## src/rtl/wordline_sequencer.sv

```systemverilog
// Clocked row decoder: one access at a time, precharge -> timed one-hot wordline pulse -> done.
// Latency P+W+1 cycles from accept to done; req_ready is high only in IDLE, so busy periods stall the requester.
module wordline_sequencer #(
    parameter int ADDR_W        = 3,
    parameter int NUM_WL        = 8,
    parameter int PRECHARGE_CYC = 1,
    parameter int WL_PULSE_CYC  = 2
) (
    input  logic              clk,
    input  logic              rst,
    input  logic              req_valid,
    output logic              req_ready,
    input  logic [ADDR_W-1:0] req_addr,
    input  logic              req_we,
    output logic [NUM_WL-1:0] wl,
    output logic              precharge,
    output logic              sense_en,
    output logic              write_en,
    output logic              done,
    output logic              err
);

    localparam int MAX_CYC = (PRECHARGE_CYC > WL_PULSE_CYC) ? PRECHARGE_CYC : WL_PULSE_CYC;
    localparam int CNT_W   = $clog2(MAX_CYC + 1);

    localparam logic [CNT_W-1:0]  PRE_LOAD   = CNT_W'(PRECHARGE_CYC - 1);
    localparam logic [CNT_W-1:0]  PULSE_LOAD = CNT_W'(WL_PULSE_CYC - 1);
    localparam logic [ADDR_W:0]   WL_LIMIT   = (ADDR_W + 1)'(NUM_WL);
    localparam logic [NUM_WL-1:0] WL_ONE     = NUM_WL'(1);

    typedef enum logic [1:0] {
        IDLE,
        PRECH,
        ACTIVE
    } state_t;

    state_t             state;
    logic [CNT_W-1:0]   cnt;
    logic [ADDR_W-1:0]  addr_q;
    logic               we_q;

    always_ff @(posedge clk) begin
        if (rst) begin
            state     <= IDLE;
            cnt       <= '0;
            addr_q    <= '0;
            we_q      <= 1'b0;
            wl        <= '0;
            precharge <= 1'b0;
            sense_en  <= 1'b0;
            write_en  <= 1'b0;
            done      <= 1'b0;
            err       <= 1'b0;
            req_ready <= 1'b0;
        end else begin
            done <= 1'b0;
            err  <= 1'b0;
            case (state)
                IDLE: begin
                    req_ready <= 1'b1;
                    if (req_valid && req_ready) begin
                        // Unpopulated rows are rejected without touching the array.
                        if ({1'b0, req_addr} < WL_LIMIT) begin
                            addr_q    <= req_addr;
                            we_q      <= req_we;
                            state     <= PRECH;
                            precharge <= 1'b1;
                            req_ready <= 1'b0;
                            cnt       <= PRE_LOAD;
                        end else begin
                            err <= 1'b1;
                        end
                    end
                end
                PRECH: begin
                    if (cnt == '0) begin
                        state     <= ACTIVE;
                        precharge <= 1'b0;
                        wl        <= WL_ONE << addr_q;
                        write_en  <= we_q;
                        sense_en  <= !we_q;
                        cnt       <= PULSE_LOAD;
                    end else begin
                        cnt <= cnt - CNT_W'(1);
                    end
                end
                ACTIVE: begin
                    if (cnt == '0) begin
                        state     <= IDLE;
                        wl        <= '0;
                        write_en  <= 1'b0;
                        sense_en  <= 1'b0;
                        done      <= 1'b1;
                        req_ready <= 1'b1;
                    end else begin
                        cnt <= cnt - CNT_W'(1);
                    end
                end
                default: begin
                    state <= IDLE;
                end
            endcase
        end
    end

endmodule

```

## config.mk

```make
export PLATFORM = sky130hd
export DESIGN_NAME = wordline_sequencer
export DESIGN_NICKNAME = d
export VERILOG_FILES = /design/src/rtl/wordline_sequencer.sv
export SDC_FILE = /design/constraint.sdc
export NUM_CORES = 1
export LEC_CHECK = 0
export ABC_AREA = 1
export ABC_CLOCK_PERIOD_IN_PS = 2050
export CAP_MARGIN = 10
export CORE_UTILIZATION = 35
export DETAILED_ROUTE_END_ITERATION = 10
export PLACE_DENSITY = 0.63
export SETUP_SLACK_MARGIN = 0.5
export SYNTH_ARGS = -nofsm -noshare
export SYNTH_HDL_FRONTEND = slang
export SYNTH_SLANG_ARGS = --single-unit
```

## constraint.sdc

```tcl
create_clock -name clk -period 2.05 [get_ports clk]
set_clock_uncertainty 0.2 [all_clocks]
set_input_delay 0.3075 -clock clk [delete_from_list [all_inputs] [get_ports clk]]
set_output_delay 0.3075 -clock clk [all_outputs]
set_load 0.01 [all_outputs]
```

# [After elaboration in Yosys (flattened, before gate mapping)]
# Cells that the tools add are included.
[totals] register_bits=21 input_bits=7 out_inout_bits=14 word_cells=56
[op_classes] addsub=1 eq_ne=6 shifts=1 mux=22 bitwise=1 n_reduce_logical=15
[ops] op="$mux W8" count=2
[ops] op="$pmux W8 S2" count=1
[ops] op="$mux W2" count=6
[ops] op="$pmux W2 S3" count=2
[ops] op="$reduce_and A3 Y1" count=4
[ops] op="$ne A2 B2 Y1 const B" count=4
[ops] op="$pmux W1 S2" count=4
[ops] op="$shl A1 B3 Y8 const A" count=1
[ops] op="$mux W1" count=7
[ops] op="$reduce_bool A2 Y1" count=3
[ops] op="$logic_not A2 Y1" count=2
[ops] op="$reduce_and A2 Y1" count=2
[ops] op="$reduce_bool A3 Y1" count=1
[ops] op="$eq A2 B1 Y1 const B" count=1
[ops] op="$eq A2 B2 Y1 const B" count=1
[ops] op="$reduce_or A2 Y1" count=1
[ops] op="$sub A2 B1 Y2 const B" count=1
[ops] op="$logic_and A1 B1 Y1" count=1
[ops] op="$logic_not A1 Y1" count=1
[ops] op="$not A1 Y1" count=1

# [Logic depth before layout (Yosys ltp)]
# Gate-level depths: netlist of run 1.
[depth] ltp_word=3 ltp_mapped=9 ltp_nobuf=9

# [Least setup slack after synthesis of run 1]
# No wires, ideal clock.
[synth_timing] path_kind="reg2reg" from="register state[0]" to="register wl[5]" setup_ns=0.115 arrival_ns=1.230 required_time_ns=1.735 path_slack_ns=0.505 path_stages_with_launch=9 n_path_buf=2 period_less_slack_ns=1.545 cell_sequence="dfxtp_1 -> inv_1 -> ha_1 -> buf_4 -> nand2_2 -> buf_4 -> nand3_1 -> nand2_1 -> nor2_1"
[synth_between] elab_chain_len=3 word_cells_on_any_way=7 classes_between="eq/ne: 4; mux: 1; reduce/logical: 2"
[synth_lines] element="start, declared" line_no="37" text="state_t state;"
[synth_lines] element="start signal, assigned" line_no="44" text="state <= IDLE;"
[synth_lines] element="start signal, assigned" line_no="66" text="state <= PRECH;"
[synth_lines] element="start signal, assigned" line_no="77" text="state <= ACTIVE;"
[synth_lines] element="$eq A2 B1 Y1 / $eq A2 B2 Y1 (equally long branches)" line_no="58" text="case (state)"
[synth_lines] element="$ne A2 B2 Y1 (no source line) / $reduce_bool A2 Y1 (equally long branches)"
[synth_lines] element="$reduce_and A3 Y1 (no source line)"
[synth_lines] element="end signal, assigned" line_no="79" text="wl <= WL_ONE << addr_q;"
[synth_lines] element="end, declared" line_no="15" text="output logic [NUM_WL-1:0] wl,"
# Parallel ways exist; a longest one is shown, timed or not.
# A chain may end at the register's enable or synchronous reset.

# [Worst setup path in the final report of run 1]
[layout_timing] from="register req_ready" to="output req_ready"
[layout_lines] element="start, declared" line_no="12" text="output logic req_ready,"
[layout_lines] element="start signal, assigned" line_no="54" text="req_ready <= 1'b0;"
[layout_lines] element="start signal, assigned" line_no="60" text="req_ready <= 1'b1;"
[layout_lines] element="start signal, assigned" line_no="68" text="req_ready <= 1'b0;"
# No word-level cell between the ends.

==> results.ini, run 1 <==
[outcome]
status = finished, final reports clean

[setup_path]
crit_type = register to output pin
crit_path_start_kind = register
cp_slowest_cell = dfxtp_4
cp_slowest_stage_delay_ns = 0.40
cpLargestDelayFamily = flip-flops
critPathMaxFanout = 5
crit_chain = dlygate4sd2_1
cp.buffers_inverters = 1
cp.required_ns = 1.54
cp-end-kind = output pin
arrival_ns = 0.99

[final_layout]
diodes = 0
nFillCells = 293
syn_to_final_growth_pct = 35.2
seqCellArea_um2 = 433
multiInputGateArea_um2 = 689
nets = 208
drive_above_1_share = 0.215
final_util = 0.502

[logic_synthesis]
syn-instance-count = 163
yosys-top-cells-area = dfxtp_1 (37%), nand2_1 (14%), ha_1 (9.9%), nor2_1 (8.3%), a21oi_1 (7.5%)
synth_nets = 179
synth.avg_cell_area_um2 = 6.95
ys_top_cells_by_count = nand2_1 (43), nor2_1 (25), dfxtp_1 (21)
syn-cell-area_um2 = 1130
yosys.cell_count.top_type = nand2_1
yosysSeqAreaShare = 0.371
ys.flop_type = dfxtp_1
synth_warnings = 0
synthArstFlopShare = 0
synth-edff-count = 0
yosysTopAreaCellShare = 0.371
ys_ff_latch = 21
synth_top_area_cell = dfxtp_1
synth_cell_types = 16

[floorplan]
initial_core_util = 0.371
coreArea_um2 = 3050
pin_count = 21
fp-row-count = 20
die_h_um = 58.9
die_area_um2 = 3470
dieWidth_um = 58.9

[detailed_routing]
vias = 1085
final_antenna_net_count = 0
viasPerCell = 4.62
wl_per_cell_um = 10.8
drc = 0
first_pass_iters = 4
wl_um = 2530
drt-initial-drc-count = 23

[global_routing]
grt_max_degree = 12
grt_pass1_vias = 993
grt_overflow = 0
antenna_found_initial = 0
track_usage = 0.158
grt_pass1_wl_um = 4120

[clocking]
insertion_delay_ns = 0.31
clockBufferDepth = 2
cts_sinks = 21
hold_buffers = 0
h-tree-depth = 1
numCtsBuffers = 3
clockRootBuffer = clkbuf_4
cts_tree = done
path_clk_slew_ns = 0.12

[timing]
fin_crit_ns = 1.50
hold_violations = 0
setup_ws_ns = 0.549
fin_crit_sh = 0.732
finalMaxSlewViolations = 0
fmax_ghz = 0.666
finalSetupViolCount = 0
tns_ns = 0
worst_hold_slack_ns = 0.284
rsz0062_at_grt = false

[hold_path]
holdCritPathClass = register to register

[pwr]
ir_drop_v = 0.000533
p_per_area_nw_per_um2 = 1370
p_leak_nw = 0.721

[placement]
place_congestion = 0.889
dp_hpwl_um = 1680
io_buffers = 19
detailedPlace.worstSlack_ns = 0.158

[job]
drv_cap = 0

[power breakdown]
part | internal [mW] | switching (mW) | leakage, nW
Sequential | 0.578 | 0.113 | 0.174
Clock | 0.0761 | 0.132 | 0.0150
Combinational | 0.538 | 0.656 | 0.531
[path summary, 6_finish.rpt]
kind                  start   endpoint  slack, ns  cells after the start
hold / removal     sense_en   sense_en       0.28                      2
setup / recovery  req_ready  req_ready       0.55                      1
setup reg to reg     cnt[1]      wl[3]       0.58                      8
hold reg to reg    sense_en   sense_en       0.28                      2
[cell families after synthesis]
kind of cell / count (synthesis) / share of synthesized area
simple gates: 85 / 0.318
buf+inv: 23 / 0.0993
fa+ha+maj: 9 / 0.0993
compound gates: 24 / 0.109
other cells: 1 / 0.00331
flops: 21 / 0.371
[cell usage in the layout (no fill, tap or decap)]
master,instances
conb_1,1
ha_1,3
buf_6,1
nor2_4,1
nand3_2,2
clkbuf_1,1
nor2_2,1
nand3_1,10
nor2_1,23
ha_2,2
a21oi_2,2
buf_4,9
inv_4,2
dfxtp_2,1
clkinvlp_4,1
inv_2,3
dlygate4sd2_1,13
clkdlybuf4s50_1,6
a21oi_1,16
nand3_4,1
o21ai_0,6
dfxtp_1,17
dfxtp_4,3
inv_1,12
nand2_4,2
nand2_2,3
ha_4,4
nand2_1,42
clkbuf_4,3
[layout make-up]
type / count / area share
multi-input cells: 119 / 0.450
flip-flops and latches: 21 / 0.282
repair buffers: 29 / 0.165
inverters: 18 / 0.0498
well taps: 44 / 0.0359
clock buffers: 4 / 0.0171
[per-stage QoR]
stage | total power, mW | instance area [µm²] | cells
finish | 2.09 | 1530 | 235
floorplan | 1.38 | 1130 | 163
detailed placement | 1.69 | 1340 | 222
global route | 2.28 | 1530 | 235
CTS | 1.96 | 1450 | 232
global placement | 1.69 | 1340 | 222
[worst register-to-register path: cells and delay by family (launching register included)]
family	cells	cell delay, ns
fa+ha+maj	1	0.23
buf+inv	2	0.25
flops	1	0.34
simple gates	5	0.35
[repair_timing]
| item | 4_1_cts | 5_1_grt |
|---|---|---|
| buffers inserted | 6 | 3 |
| pin swaps | 1 | 3 |
| endpoints found under the setup margin | 33 | 17 |
| gates resized for setup | 28 | 18 |
[per-layer routing]
layer	vias to the layer above	GRT usage	share of wire
met5	-	0	0
met4	0	0.109	0.011
met3	2	0.0308	0.042
met2	28	0.237	0.48
met1	490	0.202	0.47
li1	565	-	-
[flip-flops by register name, summed over array words and instances (netlist names)]
name	cells
addr_q	3
cnt	2
done	1
precharge	1
req_ready	1
sense_en	1
state	2
we_q	1
wl	8
write_en	1
No activity file was read; power rests on OpenSTA's default activity.
==> run 2: changes to the inputs <==
- ABC_CLOCK_PERIOD_IN_PS: 2050 -> 1280
- PLACE_DENSITY: 0.63 -> 0.65
- clock period: 2.05 -> 1.28 ns (I/O delays scaled with it)
==> results.ini, run 2 (synthesized netlist as in run 1, its figures left out) <==
[timing]
tns_ns = -2.28
hold_violations = 0
finalMaxSlewViolations = 0
fmax_ghz = 0.683
rsz0062_at_grt = true
fin_crit_sh = 1.14
finalSetupViolCount = 21
fin_crit_ns = 1.46
setup_ws_ns = -0.183

[placement]
place_congestion = 0.814
io_buffers = 19
dp_hpwl_um = 2020
detailedPlace.worstSlack_ns = -0.217
place_inst = 244

[pwr]
seqPwrFrac = 0.269
pwr-share-clk = 0.077
combPwrFrac = 0.654
p_switching_mw = 1.76
p_int_mw = 2.52
p_leak_nw = 0.870
power.total_mw = 4.28
p_per_area_nw_per_um2 = 2290
swShare = 0.411
ir_drop_v = 0.00122

[clocking]
insertion_delay_ns = 0.30
cts_tree = done
numCtsBuffers = 3
clockRootBuffer = clkbuf_4
path_clk_slew_ns = 0.12
clockBufferDepth = 2
cts_sinks = 21
hold_buffers = 0
h-tree-depth = 1

[outcome]
violations = negative setup slack
status = finished with violations

[job]
drv_cap = 0

[global_routing]
grt_pass1_wl_um = 4750
gr-max-usage-layer = met2
grt_use_met1 = 0.198
grt_max_degree = 15
grt_pass1_vias = 1168
track_usage = 0.175
grt_overflow = 0
grtUsageMet3 = 0.0396
antenna_found_initial = 0
grtUsageMet2 = 0.339

[detailed_routing]
first_pass_iters = 4
drt-initial-drc-count = 36
vias = 1202
final_antenna_net_count = 0
drc = 0
wl_um = 2810
viasPerCell = 4.66
wl_per_cell_um = 10.9

[floorplan]
dieWidth_um = 58.9
initial_core_util = 0.371
die_area_um2 = 3470
fp-row-count = 20
coreArea_um2 = 3050
pin_count = 21
die_h_um = 58.9

[setup_path]
critPathMaxFanout = 6
cpLargestDelayFamily = flip-flops
cp.buffers_inverters = 3
arrival_ns = 1.48
cp_slowest_stage_delay_ns = 0.41
cp-end-kind = register
cp_slowest_cell = dfxtp_4
crit_chain = inv_4 > ha_4 > inv_4 > nand2_4 > nand2_8 > buf_6 > nand3_2 > nand2_1 > nor2_1
cp.required_ns = 1.29
crit_path_start_kind = register
crit_type = register to register
crit_top_cell = inv_4

[final_layout]
top_regs = wl: 8 flops, addr_q: 3 flops
multiInputGateArea_um2 = 793
diodes = 0
nets = 231
final_util = 0.611
final_common_cell = nand2_1
largest_register_ffs = 8
syn_to_final_growth_pct = 64.6
final_cells = 258
nFillCells = 268
top_register = wl
seqCellArea_um2 = 444
drive_above_1_share = 0.495
mostFrequentLayoutCells = nand2_1 (38), buf_4 (25), nor2_1 (21)

[hold_path]
holdCritPathClass = register to register

[run 2: cell types whose count changed in the layout (fill, tap and decap cells not counted), sizes merged]
| cell | previous run | this run |
|---|---|---|
| buf | 10 | 44 |
| clkbuf | 4 | 5 |
| clkinvlp | 1 | 0 |
| dlygate4sd2 | 13 | 0 |
| inv | 17 | 18 |
| nand2 | 47 | 48 |
[run 2: layout make-up]
type,instances,share of cell area
multi-input combinational,120,0.425
timing repair buffer,51,0.252
clock buffer,4,0.0141
sequential,21,0.238
inverter,18,0.0416
tap,44,0.0295
[run 2: timing repair]
| item | 4_1_cts | 5_1_grt |
|---|---|---|
| hold endpoints to repair | 0 | 0 |
| pin swaps | 6 | 10 |
| setup buffers | 5 | 4 |
| endpoints found under the setup margin | 34 | 34 |
| cloned | 1 | 0 |
| gates resized for setup | 83 | 28 |
[run 2: final timing paths]
check                               from  endpoint  slack (ns)  depth (start not counted)
worst max register to register  state[1]     wl[7]       -0.18                          9
worst max-delay path            state[1]     wl[7]       -0.18                          9
worst min-delay path            sense_en  sense_en        0.28                          2
worst min register to register  sense_en  sense_en        0.28                          2
[run 2: tightest hold or removal path, delay by kind of cell (launching register included)]
| kind | cells | cell delay (ns) |
|---|---|---|
| flip-flops | 1 | 0.35 |
| AND/OR/NAND/NOR | 1 | 0.06 |
| AO/OA/AOI/OAI | 1 | 0.05 |
[run 2: power by group through the flow]
| stage | sequential, mW | clock, mW | combinational, mW |
|---|---|---|---|
| after floorplan | 1.19 | 0 | 1.24 |
| after global placement | 1.10 | 0 | 2.16 |
| after detailed placement | 1.11 | 0 | 2.22 |
| after CTS | 1.14 | 0.344 | 2.54 |
| after global routing | 1.18 | 0.373 | 3.08 |
| final | 1.15 | 0.330 | 2.80 |
[run 2: per-layer routing]
layer	routed length, µm	part of all wire
met5	0	0
met4	13	0.0046
met3	82	0.029
met2	1550	0.55
met1	1160	0.41
[run 2: per-stage QoR]
stage | hold WS [ns] | cell area (µm²)
finish | 0.279 | 1870
floorplan | 0.0514 | 1240
global placement | 0.251 | 1610
detailed placement | 0.256 | 1610
CTS | 0.278 | 1760
global route | 0.305 | 1870
